===== src/rtl/muldiv_pkg.sv =====
// Shared definitions for the multicycle MULT/DIV unit: FSM states, op codes
// and default sizing.
package muldiv_pkg;

    localparam int MULDIV_WIDTH = 32;
    localparam int MULDIV_CNT_W = 6;

    typedef enum logic [1:0] {
        IDLE = 2'd0,
        RUN  = 2'd1,
        FIX  = 2'd2,
        ZERO = 2'd3
    } state_t;

    typedef enum logic {
        OP_MULT = 1'b0,
        OP_DIV  = 1'b1
    } op_t;

endpackage


===== src/rtl/muldiv_if.sv =====
// Control-unit <-> MULT/DIV unit handshake and result bus.
// master = control unit side, slave = muldiv_unit side.
interface muldiv_if
    import muldiv_pkg::*;
#(
    parameter int WIDTH = MULDIV_WIDTH
);
    logic             start_mult;
    logic             start_div;
    logic [WIDTH-1:0] a;
    logic [WIDTH-1:0] b;
    logic             busy;
    logic             done;
    logic             div_zero;
    logic [WIDTH-1:0] hi;
    logic [WIDTH-1:0] lo;

    modport master (
        output start_mult, start_div, a, b,
        input  busy, done, div_zero, hi, lo
    );

    modport slave (
        input  start_mult, start_div, a, b,
        output busy, done, div_zero, hi, lo
    );
endinterface


===== src/rtl/muldiv_datapath.sv =====
// Operand magnitudes, shared 2*WIDTH working register, one-bit-per-cycle
// shift-add / restoring-divide step, and the final sign fix-up into HI/LO.
//
// The working register acc is shared by both ops:
//   MULT: acc = {partial product, remaining multiplier bits}, m = |a|
//   DIV : acc = {partial remainder, dividend bits / quotient bits}, m = |b|
module muldiv_datapath
    import muldiv_pkg::*;
#(
    parameter int WIDTH = MULDIV_WIDTH
) (
    input  logic             clk,
    input  logic             reset,
    input  logic             load,
    input  op_t              load_op,
    input  logic [WIDTH-1:0] a,
    input  logic [WIDTH-1:0] b,
    input  logic             step,
    input  logic             fix,
    output logic [WIDTH-1:0] hi,
    output logic [WIDTH-1:0] lo
);

    logic [WIDTH-1:0]   mag_a;
    logic [WIDTH-1:0]   mag_b;
    op_t                op_q;
    logic               sign_q;     // product / quotient sign
    logic               rsign_q;    // remainder sign (dividend sign)
    logic [WIDTH-1:0]   m_q;
    logic [2*WIDTH-1:0] acc_q;

    logic [WIDTH:0]     add_sum;
    logic [WIDTH:0]     r_sh;
    logic [WIDTH:0]     r_diff;
    logic               r_ge;
    logic [2*WIDTH-1:0] acc_step;

    logic [2*WIDTH-1:0] prod_fix;
    logic [WIDTH-1:0]   rem_mag;
    logic [WIDTH-1:0]   quo_mag;
    logic [WIDTH-1:0]   hi_d;
    logic [WIDTH-1:0]   lo_d;

    // Unsigned magnitudes; the most negative value maps onto itself.
    assign mag_a = a[WIDTH-1] ? -a : a;
    assign mag_b = b[WIDTH-1] ? -b : b;

    // One iteration of either shift-add multiply or restoring divide.
    always_comb begin
        add_sum = {1'b0, acc_q[2*WIDTH-1:WIDTH]} + (acc_q[0] ? {1'b0, m_q} : '0);
        r_sh    = {acc_q[2*WIDTH-1:WIDTH], acc_q[WIDTH-1]};
        r_diff  = r_sh - {1'b0, m_q};
        r_ge    = (r_sh >= {1'b0, m_q});
        if (op_q == OP_MULT) begin
            acc_step = {add_sum, acc_q[WIDTH-1:1]};
        end else begin
            acc_step = {(r_ge ? r_diff[WIDTH-1:0] : r_sh[WIDTH-1:0]),
                        acc_q[WIDTH-2:0], r_ge};
        end
    end

    // Sign fix-up of the finished unsigned result.
    always_comb begin
        prod_fix = sign_q ? -acc_q : acc_q;
        rem_mag  = acc_q[2*WIDTH-1:WIDTH];
        quo_mag  = acc_q[WIDTH-1:0];
        if (op_q == OP_MULT) begin
            hi_d = prod_fix[2*WIDTH-1:WIDTH];
            lo_d = prod_fix[WIDTH-1:0];
        end else begin
            hi_d = rsign_q ? -rem_mag : rem_mag;
            lo_d = sign_q  ? -quo_mag : quo_mag;
        end
    end

    // Operand latch on start, iterate in RUN.
    always_ff @(posedge clk or negedge reset) begin
        if (!reset) begin
            op_q    <= OP_MULT;
            sign_q  <= 1'b0;
            rsign_q <= 1'b0;
            m_q     <= '0;
            acc_q   <= '0;
        end else if (load) begin
            op_q    <= load_op;
            sign_q  <= a[WIDTH-1] ^ b[WIDTH-1];
            rsign_q <= a[WIDTH-1];
            m_q     <= (load_op == OP_MULT) ? mag_a : mag_b;
            acc_q   <= {{WIDTH{1'b0}}, ((load_op == OP_MULT) ? mag_b : mag_a)};
        end else if (step) begin
            acc_q   <= acc_step;
        end
    end

    // HI/LO only move on a completed FIX.
    always_ff @(posedge clk or negedge reset) begin
        if (!reset) begin
            hi <= '0;
            lo <= '0;
        end else if (fix) begin
            hi <= hi_d;
            lo <= lo_d;
        end
    end

endmodule


===== src/rtl/muldiv_unit.sv =====
// Multicycle signed MULT/DIV responder. FSM, iteration counter and the
// start/busy/done handshake live here; arithmetic is in muldiv_datapath.
module muldiv_unit
    import muldiv_pkg::*;
#(
    parameter int WIDTH = MULDIV_WIDTH,
    parameter int CNT_W = MULDIV_CNT_W
) (
    input  logic     clk,
    input  logic     reset,
    muldiv_if.slave  bus
);

    state_t           state_q;
    state_t           state_d;
    logic [CNT_W-1:0] cnt_q;
    logic             b_zero;
    logic             last_iter;

    logic             load;
    op_t              load_op;
    logic             step;
    logic             fix;
    logic             busy_d;
    logic             done_d;
    logic             dz_d;
    logic             busy_q;
    logic             done_q;
    logic             dz_q;

    assign b_zero    = (bus.b == '0);
    assign last_iter = (cnt_q == CNT_W'(WIDTH - 1));

    // State register.
    always_ff @(posedge clk or negedge reset) begin
        if (!reset) state_q <= IDLE;
        else        state_q <= state_d;
    end

    // Next state; starts are only looked at in IDLE, MULT has priority.
    always_comb begin
        state_d = state_q;
        case (state_q)
            IDLE: begin
                if (bus.start_mult)                state_d = RUN;
                else if (bus.start_div && b_zero)  state_d = ZERO;
                else if (bus.start_div)            state_d = RUN;
            end
            RUN:     if (last_iter) state_d = FIX;
            FIX:     state_d = IDLE;
            ZERO:    state_d = IDLE;
            default: state_d = IDLE;
        endcase
    end

    // Datapath controls and next values of the registered handshake outputs.
    always_comb begin
        load    = (state_q == IDLE) &&
                  (bus.start_mult || (bus.start_div && !b_zero));
        load_op = bus.start_mult ? OP_MULT : OP_DIV;
        step    = (state_q == RUN);
        fix     = (state_q == FIX);
        // busy covers RUN and the FIX cycle, so it drops with done.
        busy_d  = (state_d == RUN) || (state_d == FIX);
        done_d  = (state_q == FIX) || (state_q == ZERO);
        dz_d    = (state_q == ZERO);
    end

    // Iteration counter: cleared on accept, counts RUN cycles.
    always_ff @(posedge clk or negedge reset) begin
        if (!reset)     cnt_q <= '0;
        else if (load)  cnt_q <= '0;
        else if (step)  cnt_q <= cnt_q + CNT_W'(1);
    end

    // Handshake outputs are registered, never combinational from start.
    always_ff @(posedge clk or negedge reset) begin
        if (!reset) begin
            busy_q <= 1'b0;
            done_q <= 1'b0;
            dz_q   <= 1'b0;
        end else begin
            busy_q <= busy_d;
            done_q <= done_d;
            dz_q   <= dz_d;
        end
    end

    assign bus.busy     = busy_q;
    assign bus.done     = done_q;
    assign bus.div_zero = dz_q;

    muldiv_datapath #(
        .WIDTH (WIDTH)
    ) u_dp (
        .clk     (clk),
        .reset   (reset),
        .load    (load),
        .load_op (load_op),
        .a       (bus.a),
        .b       (bus.b),
        .step    (step),
        .fix     (fix),
        .hi      (bus.hi),
        .lo      (bus.lo)
    );

endmodule


===== src/flat_wrapper.sv =====
// flat-port wrapper written by rule: the top's interface ports become plain ports
module muldiv_unit_flat import muldiv_pkg::*;
#(
    parameter int WIDTH = MULDIV_WIDTH,
    parameter int CNT_W = MULDIV_CNT_W
)
  (clk, reset, bus_start_mult, bus_start_div, bus_a, bus_b, bus_busy, bus_done, bus_div_zero, bus_hi, bus_lo);
  muldiv_if #(.WIDTH(WIDTH)) bus_i ();
  input  logic clk;
  input  logic reset;
  input wire logic [$bits(bus_i.start_mult)-1:0] bus_start_mult;
  input wire logic [$bits(bus_i.start_div)-1:0] bus_start_div;
  input wire logic [$bits(bus_i.a)-1:0] bus_a;
  input wire logic [$bits(bus_i.b)-1:0] bus_b;
  output wire logic [$bits(bus_i.busy)-1:0] bus_busy;
  output wire logic [$bits(bus_i.done)-1:0] bus_done;
  output wire logic [$bits(bus_i.div_zero)-1:0] bus_div_zero;
  output wire logic [$bits(bus_i.hi)-1:0] bus_hi;
  output wire logic [$bits(bus_i.lo)-1:0] bus_lo;
  assign bus_i.start_mult = bus_start_mult;
  assign bus_i.start_div = bus_start_div;
  assign bus_i.a = bus_a;
  assign bus_i.b = bus_b;
  assign bus_busy = bus_i.busy;
  assign bus_done = bus_i.done;
  assign bus_div_zero = bus_i.div_zero;
  assign bus_hi = bus_i.hi;
  assign bus_lo = bus_i.lo;
  muldiv_unit #(.WIDTH(WIDTH), .CNT_W(CNT_W)) u_core (.clk(clk), .reset(reset), .bus(bus_i));
endmodule

===== config.mk =====
export PLATFORM = sky130hd
export DESIGN_NAME = muldiv_unit_flat
export DESIGN_NICKNAME = d
export VERILOG_FILES = /design/src/rtl/muldiv_pkg.sv /design/src/rtl/muldiv_if.sv /design/src/rtl/muldiv_datapath.sv /design/src/rtl/muldiv_unit.sv /design/src/flat_wrapper.sv
export SDC_FILE = /design/constraint.sdc
export NUM_CORES = 1
export LEC_CHECK = 0
export CAP_MARGIN = 10
export CORE_MARGIN = 2
export CORE_UTILIZATION = 59
export DETAILED_ROUTE_END_ITERATION = 8
export PLACE_DENSITY_LB_ADDON = 0.08
export SYNTH_ARGS = -nofsm -noshare
export SYNTH_HDL_FRONTEND = slang
export SYNTH_SLANG_ARGS = --single-unit

===== constraint.sdc =====
create_clock -name clk -period 4.1 [get_ports clk]
set_input_delay 0.82 -clock clk [delete_from_list [all_inputs] [get_ports clk]]
set_output_delay 0.82 -clock clk [all_outputs]
set_load 0.02 [all_outputs]

### Word-level counts from Yosys, hierarchy flattened

Cells that the tools add are included.

| operators by class | value |
|---|---|
| $add $sub $neg | 8 |
| multiply operators | 0 |
| divide/modulo/power cells | 0 |
| order comparisons | 1 |
| eq/ne operators | 6 |
| shifts and indexed selects | 0 |
| muxes and demuxes | 22 |
| bitwise operators | 1 |
| reduce and logical (&&, ||, !) cells | 11 |

Operators with widths:

| cell | count |
|---|---|
| 32-bit two-way mux | 10 |
| 64-bit two-way mux | 4 |
| 32-bit negator | 4 |
| 64-bit negator | 1 |
| 32-bit by 32-bit adder with 33-bit output | 1 |
| 33-bit by 32-bit greater-or-equal comparator with 1-bit output | 1 |
| 32-bit zero test | 1 |
| 32-bit subtractor | 1 |
| 6-bit two-way mux | 2 |
| 2-bit two-way mux | 4 |
| 6-bit by 1-bit adder with 6-bit output, second input constant | 1 |
| 2-bit == test, second input constant | 3 |
| 6-bit by 5-bit == test with 1-bit output, second input constant | 1 |
| 2-bit case mux with 3 select lines | 1 |
| 2-bit by 1-bit == test with 1-bit output, second input constant | 2 |
| 1-bit logical AND | 3 |
| 1-bit logical OR | 3 |
| 2-bit zero test | 1 |
| 2-bit nonzero test | 1 |
| 2-bit OR reduction | 1 |
| 1-bit zero test | 1 |
| 1-bit two-way mux | 1 |
| 1-bit XOR | 1 |

| storage, ports and cells | value |
|---|---|
| bits in registers | 174 |
| bits in latches | 0 |
| bits in writable memories | 0 |
| memory bits (read-only) | 0 |
| word-level logic and storage cells | 61 |
| memories kept | 0 |

### Logic depth before layout (Yosys ltp)

| logic depth | value |
|---|---|
| word-level depth | 7 |
| depth in mapped cells | 14 |

### Cells and area by module

From an unflattened synthesis, not the netlist that was laid out.

| unflattened totals | value |
|---|---|
| cell total of the unflattened synthesis | 1,820 |
| area, all modules | 14,532.7 µm² |

By module, submodules not included:

| module | instances | cells each | area each (µm²) | sequential area each (µm²) |
|---|---|---|---|---|
| muldiv_datapath | 1 | 1,748 | 13,858.3 | 4,078.9 |
| muldiv_unit | 1 | 72 | 674.4 | 275.3 |

### Worst setup path after synthesis

Ideal clock, no wire load.

| timing path | value |
|---|---|
| path type | flip-flop to flip-flop |
| from | reg u_core.u_dp.acc_q[0] |
| to | reg u_core.u_dp.acc_q[60] |
| setup time | 0.126 ns |
| data arrival time | 3.115 ns |
| required time | 3.974 ns |
| path slack | 0.859 ns |
| stages on the path, launching flop included | 15 |
| buffers on the path | 2 |
| clock period less this slack | 3.241 ns |
| path through | dfrtp_1 -> inv_1 -> buf_1 -> nor2_1 -> ha_1 -> clkbuf_1 -> and3_1 -> and3_1 -> nand2_1 -> o21ai_0 -> a21oi_1 -> o211ai_1 -> nand2_1 -> xnor2_1 -> a221o_1 |

| between the ends | value |
|---|---|
| word-level cells in the longest chain between the ends | 5 |

Ends and longest elaborated chain:

| item | line | RTL |
|---|---|---|
| start, declared | muldiv_datapath.sv:30 | `logic [2*WIDTH-1:0] acc_q;` |
| start signal, assigned | muldiv_datapath.sv:89 | `acc_q <= {{WIDTH{1'b0}}, ((load_op == OP_MULT) ? mag_b : mag_a)};` |
| start signal, assigned | muldiv_datapath.sv:91 | `acc_q <= acc_step;` |
| 32-bit two-way mux | muldiv_datapath.sv:50 | `add_sum = {1'b0, acc_q[2*WIDTH-1:WIDTH]} + (acc_q[0] ? {1'b0, m_q} : '0);` |
| 32-bit by 32-bit adder with 33-bit output | muldiv_datapath.sv:50 |  |
| 64-bit two-way mux | muldiv_datapath.sv:54 | `if (op_q == OP_MULT) begin` |
| 64-bit two-way mux | muldiv_datapath.sv:90 | `end else if (step) begin` |
| 64-bit two-way mux | muldiv_datapath.sv:84 | `end else if (load) begin` |

Every way passes these cells. The select of a mux whose other input is x is not followed.
A chain may end at the register's enable or synchronous reset.

### Worst setup path in the final report

| timing path | value |
|---|---|
| from | in bus_b[21] |
| to | reg u_core.u_dp.acc_q[60] |

| between the ends | value |
|---|---|
| word-level cells in the longest chain between the ends | 6 |
| elaborated cells between the ends (all ways) | 7 |
| classes of those cells | 1 x mux; 6 x reduce/logical |

Ends and longest elaborated chain:

| item | line | RTL |
|---|---|---|
| start, declared | flat_wrapper.sv:14 | `input wire logic [$bits(bus_i.b)-1:0] bus_b;` |
| 32-bit zero test * | muldiv_unit.sv:31 | `assign b_zero = (bus.b == '0);` |
| 1-bit zero test * | muldiv_unit.sv:59 | `(bus.start_mult \|\| (bus.start_div && !b_zero));` |
| 1-bit logical AND * | muldiv_unit.sv:59 |  |
| 1-bit logical OR * | muldiv_unit.sv:59 |  |
| 1-bit logical AND * | muldiv_unit.sv:58 | `load = (state_q == IDLE) &&` |
| 64-bit two-way mux or 2-bit nonzero test (tied branches) | n/a |  |

Mark *: on every way between the ends. The rest lies on a longest branch, timed or not.

==> flow_summary.json <==
{
  "fin_crit_sh_pct": 93.97,
  "h-tree-depth": 4,
  "worstReg2RegStart": "u_core.u_dp.acc_q[0]",
  "root_buffer": "clkbuf_16",
  "worstRegToRegCells": 14,
  "clk_pin_slew_ns": 0.09,
  "avgSynthCellArea_um2": 7.944,
  "required_ns": 4.49,
  "crit_path_start": "bus_b[21]",
  "synth_xor_area_share_pct": 10.57,
  "cp_num_buf_inv": 2,
  "finalSetupViolations": 0,
  "coreArea_um2": 24110,
  "grt_pass1_vias": 13287,
  "cp-endpoint": "u_core.u_dp.acc_q[60]",
  "cts_tree": "yes",
  "synth_top_family_by_area": "compound AO/OA/AOI/OAI gates",
  "grt.total_usage_pct": 34.86,
  "netlist_instances": 1804,
  "grt_overflow": 0,
  "drtPass1Iterations": 7,
  "rows": 57,
  "rr_endpoint": "u_core.u_dp.acc_q[62]",
  "hold_class": "primary input to asynchronous set/reset pin",
  "grt_pass1_wl_um": 71190,
  "async_flop_share_pct": 100.0,
  "outcome": "complete, no violations",
  "crit_type": "primary input to flop",
  "die_y_um": 159.9,
  "synth_edf_count": 0,
  "insertedDiodeCount": 0,
  "synth_seq_area_share_pct": 30.38,
  "synth_top_flop_cell": "dfrtp_1",
  "synth-simple-area-share_pct": 19.13,
  "drt-total-wl_um": 44210,
  "skew_ns": 0.01313,
  "synth.distinct_cells": 81,
  "leakage_uw": 0.007141,
  "ir_drop_uv": 520.9,
  "power.density_nw_per_um2": 856.8,
  "drt-vias-per-instance": 6.283,
  "clockBufferDepth": 2,
  "grt_max_degree": 86,
  "synth_nets": 1943,
  "cp.depth": 11,
  "totalNegativeSetupSlack_ns": 0,
  "initial_utilization_pct": 59.45,
  "cts_setup_buffers": 0,
  "antenna_found_initial": 1,
  "cts_buffers": 17,
  "io_buffers": 134,
  "drive_gt1_share_pct": 6.587,
  "crit_slowest_cell": "nor3_1",
  "critPathCaptureType": "flop",
  "maxSlewViolCount": 0,
  "hold_violations": 0,
  "cp-start-kind": "primary input",
  "relSlewSlack_pct": 39.97,
  "critPathMaxStageDelay_ns": 0.68,
  "path_cells": "clkdlybuf4s50_1 -> or4_1 -> nor4_2 -> nand4b_1 -> o21ai_2 -> a211oi_2 -> buf_4 -> nor3_1 -> nand2_1 -> o22ai_1 -> a221o_1",
  "worst_pin_slew_ns": 0.8936,
  "ff2ff_setup_slack_ns": 0.28,
  "synth.cell_area_um2": 14330,
  "synth_warnings": 0,
  "synth_mux_area_share_pct": 4.112,
  "drtAntennaViolNets": 0,
  "fin_crit_ns": 3.853,
  "clk_latency_ns": 0.45,
  "arrival_ns": 4.24,
  "io_pins": 135,
  "rsz0062_at_grt": "false",
  "clock_sinks": 174,
  "die_w_um": 159.9,
  "cts-resized-gates": 0,
  "syn_to_final_growth_pct": 16.82,
  "cts_hold_buffers": 0,
  "num-fill-cells": 2046,
  "vias": 14055,
  "fin_ws_ns": 0.2470,
  "synth_compound_area_share_pct": 24.71,
  "drc": 0,
  "synthAdderAreaFrac_pct": 6.303,
  "dp_hpwl_um": 33680,
  "dieArea_um2": 25550,
  "fmax_mhz": 259.5,
  "avgRoutedWirePerCell_um": 19.76,
  "cp_top_family": "simple AND/OR/NAND/NOR gates",
  "worstPathMaxFanout": 4,
  "drtIter0Drc": 1522,
  "maxCapViolations": 0,
  "ys_ff_latch": 174,
  "place_ws_ns": -0.1067,
  "gp_congestion": 0.9648,
  "nets": 2039,
  "hold_ws_ns": 0.3163
}
through the flow:
step | instances | instance area [um2] | total power, uW | utilization [%]
CTS | 2237 | 16740 | 14170 | 69.45
global placement | 2205 | 16100 | 12160 | 66.79
finish | 2237 | 16740 | 14340 | 69.45
global route | 2237 | 16740 | 15500 | 69.45
floorplan | 1804 | 14330 | 9861 | -
detailed placement | 2205 | 16100 | 12360 | 66.79
placed cells by master, fill, tap and decap left out, types with 44 or more instances in the layout:
cell type	Yosys	layout
nor3_1	44	44
clkdlybuf4s50_1	0	132
dfrtp_1	174	173
xnor2_1	97	97
o21ai_0	221	221
inv_1	64	64
nor2_1	130	130
a21oi_1	126	126
nand2_1	245	245
mux2i_1	51	51
buf_4	3	48
xor2_1	76	76
ha_1	69	69
layout make-up:
cell class	count	area [um2]	area share (%)
sequential	174	4358	26.03
clock inverter	15	217.7	1.300
inverter	65	244.0	1.457
clock buffer	17	425.4	2.541
multi-input combinational	1456	9314	55.63
timing repair buffer	186	1778	10.62
tap	324	405.4	2.421
metal layers:
| metal | part of all wire [%] | GRT usage, % |
|---|---|---|
| met1 | 43 | 49.26 |
| met2 | 45 | 55.08 |
| met3 | 8.9 | 5.325 |
| met4 | 3.0 | 11.59 |
| met5 | 0 | 0 |
report_power, final:
| part | switching [uW] | total [uW] | internal [uW] |
|---|---|---|---|
| sequential | 917 | 3240 | 2320 |
| clock | 904 | 1760 | 859 |
| combinational | 5290 | 9340 | 4050 |
cell families after synthesis:
group	after synthesis
DFF	174
and+or+nand+nor	578
muxes	58
xor gates and xnor gates	173
AOI/OAI and AO/OA	576
buffers and inverters	174
adders and majority gates	71
registers in the layout, indices dropped and copies added (netlist names), 2 cells and up:
name	cells
u_core.state_q	2
u_core.u_dp.hi	32
u_core.u_dp.m_q	32
u_core.u_dp.lo	32
u_core.cnt_q	6
u_core.u_dp.acc_q	64
cells in the mapped netlist (6+ instances only):
| cell | instances | area, um2 |
|---|---|---|
| inv_1 | 64 | 240.2 |
| nand3_1 | 34 | 170.2 |
| nor2b_1 | 10 | 62.56 |
| mux2i_1 | 51 | 510.5 |
| buf_2 | 10 | 50.05 |
| o22ai_1 | 9 | 56.30 |
| o21ai_0 | 221 | 1106 |
| a22oi_1 | 19 | 142.6 |
| nand2b_1 | 16 | 100.1 |
| clkbuf_1 | 88 | 330.3 |
| o221ai_1 | 14 | 122.6 |
| a211oi_1 | 13 | 97.59 |
| o21bai_1 | 11 | 82.58 |
| a31oi_1 | 10 | 62.56 |
| and2_1 | 6 | 37.54 |
| nand2_1 | 245 | 919.6 |
| ha_1 | 69 | 863.3 |
| nor2_1 | 130 | 488.0 |
| a21oi_1 | 126 | 630.6 |
| nor3_1 | 44 | 220.2 |
| a21o_1 | 30 | 225.2 |
| xor2_1 | 76 | 665.6 |
| or3_1 | 23 | 143.9 |
| o211ai_1 | 13 | 97.59 |
| nand4_1 | 8 | 50.05 |
| xnor2_1 | 97 | 849.6 |
| a221o_1 | 7 | 70.07 |
| and3_1 | 6 | 37.54 |
| nor4_1 | 12 | 75.07 |
| mux2_2 | 7 | 78.83 |
| a22o_1 | 8 | 70.07 |
| or2_2 | 6 | 37.54 |
| dfrtp_1 | 174 | 4354 |
| o31ai_1 | 34 | 255.2 |
| or4_1 | 14 | 105.1 |
| o41ai_1 | 15 | 131.4 |
worst min path at each step:
stage	endpoint	start	slack, ns	cells past startpoint
5_1_grt	u_core.u_dp.lo[23]	reset	0.36	1
2_1_floorplan	u_core.u_dp.m_q[11]	u_core.u_dp.m_q[11]	0.45	2
4_1_cts	u_core.u_dp.lo[23]	reset	0.33	1
3_3_place_gp	u_core.u_dp.hi[29]	u_core.u_dp.hi[29]	0.46	2
6_report	u_core.u_dp.lo[23]	reset	0.32	1
3_5_place_dp	u_core.u_dp.hi[2]	u_core.u_dp.hi[2]	0.47	2
No activity file was read; power rests on OpenSTA's default activity.
==> RTL change, RTL diff (same settings) <==
`MULDIV_WIDTH`: 32 -> 16.
--- a/src/rtl/muldiv_pkg.sv
+++ b/src/rtl/muldiv_pkg.sv
@@ -3,5 +3,5 @@
 package muldiv_pkg;
 
-    localparam int MULDIV_WIDTH = 32;
+    localparam int MULDIV_WIDTH = 16;
     localparam int MULDIV_CNT_W = 6;
 
Ports: changed (resized bus_a, bus_b, bus_hi and bus_lo); port bits go from 135 to 71. The function was not compared with the original's and may differ.
==> RTL change against the unedited design <==
Sequential cell count shrank 80; setup slack gained 0.36 ns; wire length shrank 56%; via count shrank 53%; register-to-register slack gained 0.33 ns; total power shrank 53%; sequential power shrank 44%; design area shrank 51%; synthesized area shrank 50%; non-clock buffer count shrank 106.
==> RTL change: results (changes against the unedited design) <==
<table>
<tr><th>Metric</th><th>Value</th></tr>
<tr><th colspan="2">Layout</th></tr>
<tr><td>Number of flip-flops under the largest register name</td><td>32 (-50%)</td></tr>
<tr><td>Final Net Count</td><td>1000 (-51%)</td></tr>
<tr><th colspan="2">Synth</th></tr>
<tr><td>Synthesized net count</td><td>954 (-51%)</td></tr>
<tr><td>Top area cells in the synthesized netlist</td><td>dfrtp_1 33%, o21ai_0 7.8%, ha_1 6.5%</td></tr>
<tr><td>Fraction of the mapped netlist area in adder cells</td><td>7.03% (+0.73 points)</td></tr>
<tr><td>Share of the synthesized area in compound gates (AO/OA/AOI/OAI)</td><td>22.5% (-2.2 points)</td></tr>
<tr><th colspan="2">Setup path</th></tr>
<tr><td>Cell with the biggest individual delay on the critical path</td><td>o41ai_1</td></tr>
<tr><td>Stage delay of the slowest cell on the critical path</td><td>0.63 ns (-0.05 ns)</td></tr>
<tr><td>Highest fanout seen on the critical path</td><td>16 (+12)</td></tr>
<tr><th colspan="2">Run status</th></tr>
<tr><td>Result of the run</td><td>finished clean</td></tr>
<tr><th colspan="2">Global routing</th></tr>
<tr><td>GRT Overall Usage</td><td>31.1% (-3.7 points)</td></tr>
<tr><td>Met1 global-route usage</td><td>41.2% (-8.0 points)</td></tr>
<tr><td>Maximum number of pins on one net before global-route repair</td><td>78 (-9.3%)</td></tr>
<tr><td>Met3 Resource Use GR</td><td>5.19% (-0.14 points)</td></tr>
<tr><th colspan="2">Hold path</th></tr>
<tr><td>Path category of the worst min-delay check</td><td>reg -&gt; reg</td></tr>
<tr><th colspan="2">Detailed routing</th></tr>
<tr><td>Met1 Routed Length</td><td>8540 um (-55%)</td></tr>
<tr><td>DRC violation total after the first TritonRoute iteration</td><td>590 (-61%)</td></tr>
<tr><td>Vias</td><td>6669 (-53%)</td></tr>
<tr><th colspan="2">STA</th></tr>
<tr><td>Transition time at the pin with the least slew margin</td><td>0.990 ns (+0.0964 ns)</td></tr>
<tr><th colspan="2">CTS</th></tr>
<tr><td>H-tree depth reported by CTS</td><td>3 (-1)</td></tr>
<tr><td>Clock latency of the later-clocked register in the worst-skew pair</td><td>0.37 ns (-0.08 ns)</td></tr>
<tr><th colspan="2">Placed design</th></tr>
<tr><td>Last weighted congestion value of the routability-driven placer</td><td>0.918 (-4.9%)</td></tr>
<tr><td>Cells after DPL</td><td>1061 (-52%)</td></tr>
<tr><th colspan="2">Power</th></tr>
<tr><td>Internal power</td><td>3.52 mW (-51%)</td></tr>
<tr><td>Worst-case vdd ir drop</td><td>0.577 mV (+11%)</td></tr>
<tr><td>Sequential cell fraction of total power</td><td>26.7% (+4.1 points)</td></tr>
</table>
RTL change: final timing paths:
| path | startpoint | end | slack [ns] | depth (start not counted) |
|---|---|---|---|---|
| worst max-delay path | u_core.u_dp.acc_q[0] | u_core.u_dp.acc_q[31] | 0.61 | 12 |
| worst max register to register | u_core.u_dp.acc_q[0] | u_core.u_dp.acc_q[31] | 0.61 | 12 |
| min in group asynchronous | reset | u_core.u_dp.lo[5] | 0.60 | 1 |
| max in group asynchronous | reset | u_core.u_dp.hi[0] | 2.66 | 2 |
| worst min register to register | u_core.u_dp.hi[6] | u_core.u_dp.hi[6] | 0.48 | 2 |
| worst min-delay path | u_core.u_dp.hi[6] | u_core.u_dp.hi[6] | 0.48 | 2 |
RTL change: final cells by class:
class	instances	share of cell area (%)
multi-input combinational	697	54.2
inverter	43	1.96
clock buffer	9	2.74
timing repair buffer	80	9.50
tap	147	2.24
clock inverter	7	0.791
sequential	94	28.6
